===== src/rtl/target_overlay_writer.sv =====
// target_overlay_writer
//
// Redraws a set of square target markers into a colour-index frame buffer.
// On an update request the current target inputs are captured ("new"
// shadow).  The previously drawn boxes ("old" shadow) are then erased
// pixel by pixel, and the new boxes are drawn the same way.  Every pixel
// of every box is visited for exactly one cycle, whether it is written or
// not, so an update always takes the same number of cycles.
//
// Ports
//   clock, reset   single clock, asynchronous active-high reset
//   targetx/y      packed coordinates, target i at [i*COORD_W +: COORD_W]
//   target_valid   bit i set = target i is drawn
//   update         redraw request, sampled only in IDLE
//   busy           high during the erase and draw passes
//   done           one-cycle pulse after the draw pass
//   mem_waddr/wdata/wenable  registered frame-buffer write port
//   fsm_state      current FSM state, for observation only
//
// Handshake: update is a level sampled on the rising edge while IDLE; it
// needs no acknowledge beyond busy rising.  mem_wenable is a one-cycle
// write strobe with no back-pressure; addr/data are zero whenever it is low.
module target_overlay_writer #(
    parameter int NUM_TARGETS  = 4,
    parameter int COORD_W      = 10,
    parameter int SCREEN_W     = 640,
    parameter int SCREEN_H     = 480,
    parameter int ADDR_W       = 19,
    parameter int INDEX_W      = 3,
    parameter int MARKER_SIZE  = 4,
    parameter int MARKER_INDEX = 4,
    parameter int BG_INDEX     = 0
) (
    input  logic                           clock,
    input  logic                           reset,
    input  logic [NUM_TARGETS*COORD_W-1:0] targetx,
    input  logic [NUM_TARGETS*COORD_W-1:0] targety,
    input  logic [NUM_TARGETS-1:0]         target_valid,
    input  logic                           update,
    output logic                           busy,
    output logic                           done,
    output logic [ADDR_W-1:0]              mem_waddr,
    output logic [INDEX_W-1:0]             mem_wdata,
    output logic                           mem_wenable,
    output logic [1:0]                     fsm_state
);

    localparam int TW = (NUM_TARGETS > 1) ? $clog2(NUM_TARGETS) : 1;
    localparam int DW = (MARKER_SIZE > 1) ? $clog2(MARKER_SIZE) : 1;

    // Pixel arithmetic width: a coordinate plus the box offset needs one bit
    // more than the larger of the two; the row product adds the bits of
    // SCREEN_W and one more for the column add.
    localparam int S_BITS   = $clog2(MARKER_SIZE + 1);
    localparam int PW       = ((COORD_W > S_BITS) ? COORD_W : S_BITS) + 1;
    localparam int WIDE_RAW = PW + $clog2(SCREEN_W + 1) + 1;
    localparam int WIDE     = (WIDE_RAW > ADDR_W) ? WIDE_RAW : ADDR_W;

    typedef enum logic [1:0] {IDLE, ERASE, DRAW, DONE} state_t;

    state_t state, state_next;

    logic [COORD_W-1:0]     old_x [NUM_TARGETS];
    logic [COORD_W-1:0]     old_y [NUM_TARGETS];
    logic [COORD_W-1:0]     new_x [NUM_TARGETS];
    logic [COORD_W-1:0]     new_y [NUM_TARGETS];
    logic [NUM_TARGETS-1:0] old_valid;
    logic [NUM_TARGETS-1:0] new_valid;

    logic [TW-1:0] tgt;
    logic [DW-1:0] dy;
    logic [DW-1:0] dx;
    // Set after the last DRAW visit has been issued; DRAW then spends one
    // more cycle with the final pixel on the bus before moving to DONE.
    logic          draw_end;

    logic               last_visit;
    logic               visiting;
    logic [COORD_W-1:0] cur_x;
    logic [COORD_W-1:0] cur_y;
    logic               cur_valid;
    logic [WIDE-1:0]    px;
    logic [WIDE-1:0]    py;
    logic [WIDE-1:0]    pix_addr;
    logic               on_screen;

    assign busy      = (state == ERASE) || (state == DRAW);
    assign done      = (state == DONE);
    assign fsm_state = state;

    assign last_visit = (tgt == TW'(NUM_TARGETS - 1)) &&
                        (dy  == DW'(MARKER_SIZE - 1)) &&
                        (dx  == DW'(MARKER_SIZE - 1));
    assign visiting   = (state == ERASE) || ((state == DRAW) && !draw_end);

    // Current pixel, taken from the old shadow while erasing and the new
    // shadow while drawing.
    always_comb begin
        cur_x     = new_x[tgt];
        cur_y     = new_y[tgt];
        cur_valid = new_valid[tgt];
        if (state == ERASE) begin
            cur_x     = old_x[tgt];
            cur_y     = old_y[tgt];
            cur_valid = old_valid[tgt];
        end
    end

    assign px        = WIDE'(cur_x) + WIDE'(dx);
    assign py        = WIDE'(cur_y) + WIDE'(dy);
    assign on_screen = (px < WIDE'(SCREEN_W)) && (py < WIDE'(SCREEN_H));
    assign pix_addr  = py * WIDE'(SCREEN_W) + px;

    always_ff @(posedge clock or posedge reset) begin
        if (reset) state <= IDLE;
        else       state <= state_next;
    end

    always_comb begin
        state_next = state;
        case (state)
            IDLE:    if (update) state_next = ERASE;
            ERASE:   if (last_visit) state_next = DRAW;
            DRAW:    if (draw_end) state_next = DONE;
            DONE:    state_next = IDLE;
            default: state_next = IDLE;
        endcase
    end

    always_ff @(posedge clock or posedge reset) begin
        if (reset) begin
            for (int i = 0; i < NUM_TARGETS; i++) begin
                old_x[i] <= '0;
                old_y[i] <= '0;
                new_x[i] <= '0;
                new_y[i] <= '0;
            end
            old_valid   <= '0;
            new_valid   <= '0;
            tgt         <= '0;
            dy          <= '0;
            dx          <= '0;
            draw_end    <= 1'b0;
            mem_waddr   <= '0;
            mem_wdata   <= '0;
            mem_wenable <= 1'b0;
        end else begin
            mem_waddr   <= '0;
            mem_wdata   <= '0;
            mem_wenable <= 1'b0;

            case (state)
                IDLE: begin
                    tgt      <= '0;
                    dy       <= '0;
                    dx       <= '0;
                    draw_end <= 1'b0;
                    if (update) begin
                        for (int i = 0; i < NUM_TARGETS; i++) begin
                            new_x[i] <= targetx[i*COORD_W +: COORD_W];
                            new_y[i] <= targety[i*COORD_W +: COORD_W];
                        end
                        new_valid <= target_valid;
                    end
                end

                ERASE, DRAW: begin
                    if (visiting) begin
                        if (cur_valid && on_screen) begin
                            mem_wenable <= 1'b1;
                            mem_waddr   <= pix_addr[ADDR_W-1:0];
                            mem_wdata   <= (state == ERASE) ? INDEX_W'(BG_INDEX)
                                                            : INDEX_W'(MARKER_INDEX);
                        end
                        // dx innermost, then dy, then target; the target
                        // index wraps to 0 so DRAW starts at target 0.
                        if (dx == DW'(MARKER_SIZE - 1)) begin
                            dx <= '0;
                            if (dy == DW'(MARKER_SIZE - 1)) begin
                                dy <= '0;
                                if (tgt == TW'(NUM_TARGETS - 1)) tgt <= '0;
                                else                              tgt <= tgt + TW'(1);
                            end else begin
                                dy <= dy + DW'(1);
                            end
                        end else begin
                            dx <= dx + DW'(1);
                        end
                        if ((state == DRAW) && last_visit) draw_end <= 1'b1;
                    end
                end

                DONE: begin
                    // What was just drawn becomes what the next update erases.
                    for (int i = 0; i < NUM_TARGETS; i++) begin
                        old_x[i] <= new_x[i];
                        old_y[i] <= new_y[i];
                    end
                    old_valid <= new_valid;
                    draw_end  <= 1'b0;
                end

                default: ;
            endcase
        end
    end

endmodule


===== config.mk =====
export PLATFORM = sky130hd
export DESIGN_NAME = target_overlay_writer
export DESIGN_NICKNAME = d
export VERILOG_FILES = /design/src/rtl/target_overlay_writer.sv
export SDC_FILE = /design/constraint.sdc
export NUM_CORES = 1
export LEC_CHECK = 0
export ABC_AREA = 1
export CAP_MARGIN = 10
export CORE_ASPECT_RATIO = 0.75
export CORE_MARGIN = 1.5
export CORE_UTILIZATION = 60
export CTS_BUF_LIST = sky130_fd_sc_hd__clkbuf_4
export DETAILED_ROUTE_END_ITERATION = 6
export GPL_ROUTABILITY_DRIVEN = 1
export GPL_TIMING_DRIVEN = 1
export PLACE_DENSITY = 0.84
export SLEW_MARGIN = 40
export SYNTH_ARGS = -nofsm -noshare
export SYNTH_HDL_FRONTEND = slang
export SYNTH_SLANG_ARGS = --single-unit

===== constraint.sdc =====
create_clock -name clock -period 18.45 [get_ports clock]
set_input_delay 2.7675 -clock clock [delete_from_list [all_inputs] [get_ports clock]]
set_output_delay 2.7675 -clock clock [all_outputs]
set_load 0.05 [all_outputs]

## After elaboration in Yosys (flattened, before gate mapping)

Cells that the tools add are included.

- Flip-flop bits (word level): 200
- Bits in latches: 0
- Bits in writable memories: 0
- Memory bits (read-only): 0
- Input bits: 87
- Output and inout port bits: 27
- Word-level logic and storage cells: 118
- Memories: 0

- Add/sub/neg operators: 6
- $mul: 1
- Divide/modulo/power cells: 0
- Order comparisons: 4
- Eq/ne operators: 13
- Shifts and indexed selects: 0
- Multiplexer cells: 48
- Bitwise operators: 1
- Reductions and logical operators: 19

Operators with widths:

| operator | count |
|---|---|
| 2-to-1 mux 10 bit | 10 |
| binary-select mux 10 bit (select 2 bit) | 4 |
| 2-to-1 mux 19 bit | 3 |
| 2-to-1 mux 2 bit | 12 |
| adder 10 x 2 -> 11 bit | 2 |
| adder 19 x 11 -> 19 bit | 1 |
| inequality test 2 bit (second input constant) | 7 |
| multiplier 11 x 3 -> 12 bit (second input constant) | 1 |
| 2-to-1 mux 3 bit | 4 |
| one-hot mux 2 bit (2 select lines) | 3 |
| < comparator 11 x 10 -> 1 bit (second input constant) | 1 |
| < comparator 11 x 9 -> 1 bit (second input constant) | 1 |
| equality test 2 bit (second input constant) | 5 |
| 2-to-1 mux 1 bit | 8 |
| one-hot mux 2 bit (4 select lines) | 1 |
| adder 2 x 1 -> 2 bit (second input constant) | 3 |
| logical AND 1 bit | 6 |
| AND reduction 2 bit | 3 |
| AND reduction 3 bit | 2 |
| binary-select mux 1 bit (select 2 bit) | 2 |
| AND reduction 4 bit | 1 |
| OR reduction 2 bit | 2 |
| greater-or-equal comparator 3 bit (second input constant) | 1 |
| < comparator 2 x 3 -> 1 bit (second input constant) | 1 |
| 7 further kinds | 8 |

## Depth between registers and ports, before layout

- Depth after elaboration: 12
- Gate-level depth with buffers: 32

## Least setup slack after synthesis

OpenSTA, ideal clock, no wires.

- Kind: flip-flop to flip-flop
- Start: register state[0] (netlist: fsm_state[0])
- End: register mem_waddr[17]
- Setup time: 0.124 ns
- Arrival: 4.654 ns
- Required time: 18.326 ns
- Setup slack: 13.672 ns
- Cell stages (with the launch flop): 25
- Period minus slack after synthesis: 4.778 ns
- Path through: dfrtp_1 -> ha_1 -> buf_2 -> buf_1 -> clkbuf_1 -> a221oi_1 -> a31oi_1 -> ha_1 -> a21oi_1 -> nand3b_2 -> xor2_1 -> ha_1 -> ha_1 -> ha_1 -> inv_1 -> o21ai_0 -> a31oi_1 -> nor2_1 -> nand2_1 -> nor2_1 -> nand2_1 -> nor2_1 -> nand2_1 -> xnor2_1 -> nor2_4

- Longest elaborated chain between the ends: 9
- Elaborated cells on any way between the ends: 19
- Classes of those cells: add/sub (3); mul (1); order compare (2); eq/ne (2); mux (6); reduce/logical (5)

Ends and longest elaborated chain:

| element | RTL line | RTL |
|---|---|---|
| from (decl) | 61 | `state_t state, state_next;` |
| from (signal assigned) | 116 | `else state <= state_next;` |
| parallel branches: the longest is 8 deep, another holds adder 19 x 11 -> 19 bit | -- |  |
| 2-to-1 mux 19 bit * | 152 | `case (state)` |
| to (signal assigned) | 171 | `mem_waddr <= pix_addr[ADDR_W-1:0];` |
| to (decl) | 42 | `output logic [ADDR_W-1:0] mem_waddr,` |

Mark *: on every way between the ends.
A chain may end at the register's enable or synchronous reset.

## Worst setup path in the final report

- Start: register state[1] (netlist: fsm_state[1])
- End: output busy

- Longest elaborated chain between the ends: 2
- Elaborated cells on any way between the ends: 3
- Classes of those cells: eq/ne (2); reduce/logical (1)

Ends and longest elaborated chain:

| element | RTL line | RTL |
|---|---|---|
| equality test 2 x 1 -> 1 bit / equality test 2 bit (equally long branches) | 87 | `assign busy = (state == ERASE) \|\| (state == DRAW);` |
| logical OR 1 bit * | 87 |  |
| to (decl) | 40 | `output logic busy,` |

Every way passes the cells marked *; elsewhere a longest branch is shown, timed or not.

==> summary.md <==
| Metric | Value |
|---|---|
| Most frequent cells in the layout | `nand2_1, dfrtp_1, inv_1` |
| Cell area after synthesis | `around 11000 um2` |
| CP Class | `reg -> out` |
| Initial antenna violation count | `0` |
| Diode count | `0` |
| Die Y | `118 um` |
| Total GRT Usage | `27.2%` |
| Starting density of the core | `between 60% and 70%` |
| Crit path launch type | `register` |
| Post-Place Setup Slack | `around 13 ns` |
| DRT Pass-1 Iters | `5` |
| Status | `complete, no violations` |
| Initial DRC Count | `737` |
| CTS buffer count | `17` |
| Largest net degree at the start of global routing | `approximately 130` |
| Clock slew at reported path FFs | `between 0.15 and 0.2 ns` |
| Final period utilization | `28.2%` |
| Synthesized netlist cell count | `1306` |
| Final TNS setup | `0 ns` |
| WL per Instance | `~14 um` |
| Gr ovfl total | `0` |
| Final total power | `0.684 mW` |
| Hold/Removal Path Class | `reg -> reg` |
| RSZ-0062 raised after global routing | `false` |
| Via density | `between 5 and 6` |
| Top Metal Used | `met4` |
| Setup violations, final | `0` |
| Via count | `8649` |
| Worst Path Arrival | `2.44 ns` |
| HPWL Detailed | `between 15 and 20 mm` |
| Part of the power in registers | `roughly 63%` |
| Syn Area/Cell | `8.07 um2` |
| Max VDD drop | `roughly 0.048 mV` |
| Max Clock Freq | `0.192 GHz` |
| Commonest non-fill, non-tap cell in the layout | `nand2_1` |
| Count of buffers from port buffering | `~110` |
| Worst-Skew Late Latency | `0.61 ns` |
| H-tree levels | `4` |
| Worst slew pin tran | `between 0.8 and 0.9 ns` |
| P&R area growth vs syn | `13.6%` |
| Seq/Total Area, Yosys | `47.0%` |
| Drt total wl | `approximately 23 mm` |
| Met3 WL | `1.34 mm` |
| Hold_buf cts | `0` |
| Crit. End Element | `output port` |
| Final nets | `1500` |
| Post-CTS Setup Inserts | `0` |
| Final Hold Viols | `0` |
| Resized cells post-CTS | `0` |
| First-pass GRT wire length | `39.6 mm` |
| Worst EP required | `15.68 ns` |
| Switching Fraction | `24.0%` |
| # Max-Cap Violations | `0` |
| Filler Cell Count | `around 1300` |
| Setup slack after layout | `about 13 ns` |
| Clock buffer depth | `2` |
| Comb pwr share | `~4.2%` |
| Slew Viols, Final | `0` |
| Core region area | `between 15000 and 20000 um2` |
| Die area | `approximately 18000 um2` |
| GP Congestion | `0.904` |
| I/O pins | `roughly 110` |
| Clk pwr share | `~32%` |
| Layout cell share with drive strength beyond 1 | `between 8 and 9%` |
| Hold WS | `0.503 ns` |
| Switch Pwr | `around 0.16 mW` |
| P_int | `0.520 mW` |
| Std-Cell Rows | `41` |
| LEAKAGE | `6.03 nW` |
| Yosys warns | `0` |
| P per Cell Area | `approximately 57 nW/um2` |
| Period minus WS final | `between 5 and 6 ns` |
| FF+latch count, synth | `198` |
| DRC errors left | `0` |
| Fin Clk Skew | `0.0263 ns` |
| Remaining antenna violation count | `0` |
| Max FO, Critical Path | `6` |
| Synth cell types | `44` |
| Metal-1 WL | `about 11 mm` |
| Wire length on met2 | `~10 mm` |
| Normalized max-slew margin | `between 40% and 50%` |
| CTS tree | `done` |
| Die span in x | `between 150 and 200 um` |
| CTS Root Buffer Type | `clkbuf_4` |
| Clk sinks | `198` |
| Vias in the first global route | `slightly above 8000` |
## sequential cells by signal, summed over array words and instances (netlist names)
| signal | cells |
|---|---|
| old_y | 40 |
| dy | 2 |
| mem_waddr | 19 |
| old_x | 40 |
| fsm_state | 2 |
| new_y | 40 |
| dx | 2 |
| new_valid | 4 |
| draw_end | 1 |
| old_valid | 4 |
| new_x | 40 |
| tgt | 2 |
| mem_wdata | 1 |
| mem_wenable | 1 |
## Yosys cell counts, drive strengths merged
master | instances | area (um2)
a21o | 1 | 7.51
a21oi | 84 | 420
a221oi | 2 | 17.5
a22oi | 1 | 7.51
a31oi | 5 | 31.3
a32o | 1 | 10.0
buf | 33 | 225
clkbuf | 35 | 131
clkinv | 1 | 5.00
conb | 1 | 3.75
dfrtp | 198 | 4950
fa | 4 | 80.1
ha | 32 | 400
inv | 169 | 639
mux2 | 38 | 428
nand2 | 330 | 1250
nand3 | 83 | 430
nand3b | 3 | 26.3
nand4 | 4 | 25.0
nor2 | 140 | 637
nor3 | 3 | 20.0
nor4 | 1 | 6.26
o211ai | 3 | 22.5
o21a | 1 | 7.51
o21ai | 109 | 546
o221ai | 2 | 17.5
o22ai | 3 | 18.8
or2 | 1 | 6.26
xnor2 | 7 | 61.3
xor2 | 11 | 96.3
## path summary, 6_finish.rpt
kind	startpoint	to	slack, ns	depth (start not counted)
setup / recovery	fsm_state[1]	busy	13.24	3
hold / removal	new_x[36]	old_x[36]	0.50	2
setup reg to reg	tgt[0]	mem_waddr[17]	13.37	23
hold reg to reg	new_x[36]	old_x[36]	0.50	2
max in group asynchronous	reset	tgt[0]	14.67	3
min in group asynchronous	reset	old_y[35]	2.67	2
## critical path: stages, from the launching register on
cell and delay, ns:
dfrtp_1 0.51, inv_1 0.10, ha_1 0.40, clkdlybuf4s50_1 0.84
## cell families (layout without fill, tap and decap cells)
group / after synthesis / in the layout / share of synthesized area, %
simple gates: 565 / 565 / 22.8
buf+inv: 238 / 321 / 9.50
compound gates: 212 / 212 / 10.5
flops: 198 / 198 / 47.0
mux: 38 / 38 / 4.06
fa+ha+maj: 36 / 36 / 4.56
xor+xnor: 18 / 18 / 1.50
other cells: 1 / 2 / 0.0356
## through the flow
| stage | utilization (%) | instances | cell area (um2) |
|---|---|---|---|
| 6_report | 70.5 | 1626 | 12000 |
| 4_1_cts | 70.3 | 1625 | 11900 |
| 3_3_place_gp | 68.7 | 1593 | 11700 |
| 3_5_place_dp | 68.8 | 1593 | 11700 |
| 2_1_floorplan | - | 1307 | 10500 |
| 5_1_grt | 70.5 | 1626 | 12000 |
## power groups by stage
| stage | combinational [mW] | clock (mW) | sequential (mW) |
|---|---|---|---|
| 6_report | 0.0284 | 0.222 | 0.434 |
| 5_1_grt | 0.0314 | 0.241 | 0.434 |
| 4_1_cts | 0.0292 | 0.225 | 0.434 |
| 3_5_place_dp | 0.0290 | 0 | 0.442 |
| 3_3_place_gp | 0.0290 | 0 | 0.442 |
| 2_1_floorplan | 0.00763 | 0 | 0.442 |
## routing by layer
layer	track usage, %	vias up
met1	39.0	4054
met4	9.29	0
met3	4.42	33
met2	42.3	299
li1	-	4263
met5	0	-
## layout make-up
| class | instances | area [um2] | area share, % |
|---|---|---|---|
| clock buffers | 18 | 135 | 1.13 |
| flip-flops and latches | 198 | 4960 | 41.4 |
| inverters | 170 | 657 | 5.49 |
| multi-input cells | 871 | 4600 | 38.5 |
| repair buffers | 119 | 1190 | 9.98 |
| clock inverters | 14 | 128 | 1.07 |
| well taps | 236 | 295 | 2.47 |
Note: power is estimated with default switching activity, not from simulation.
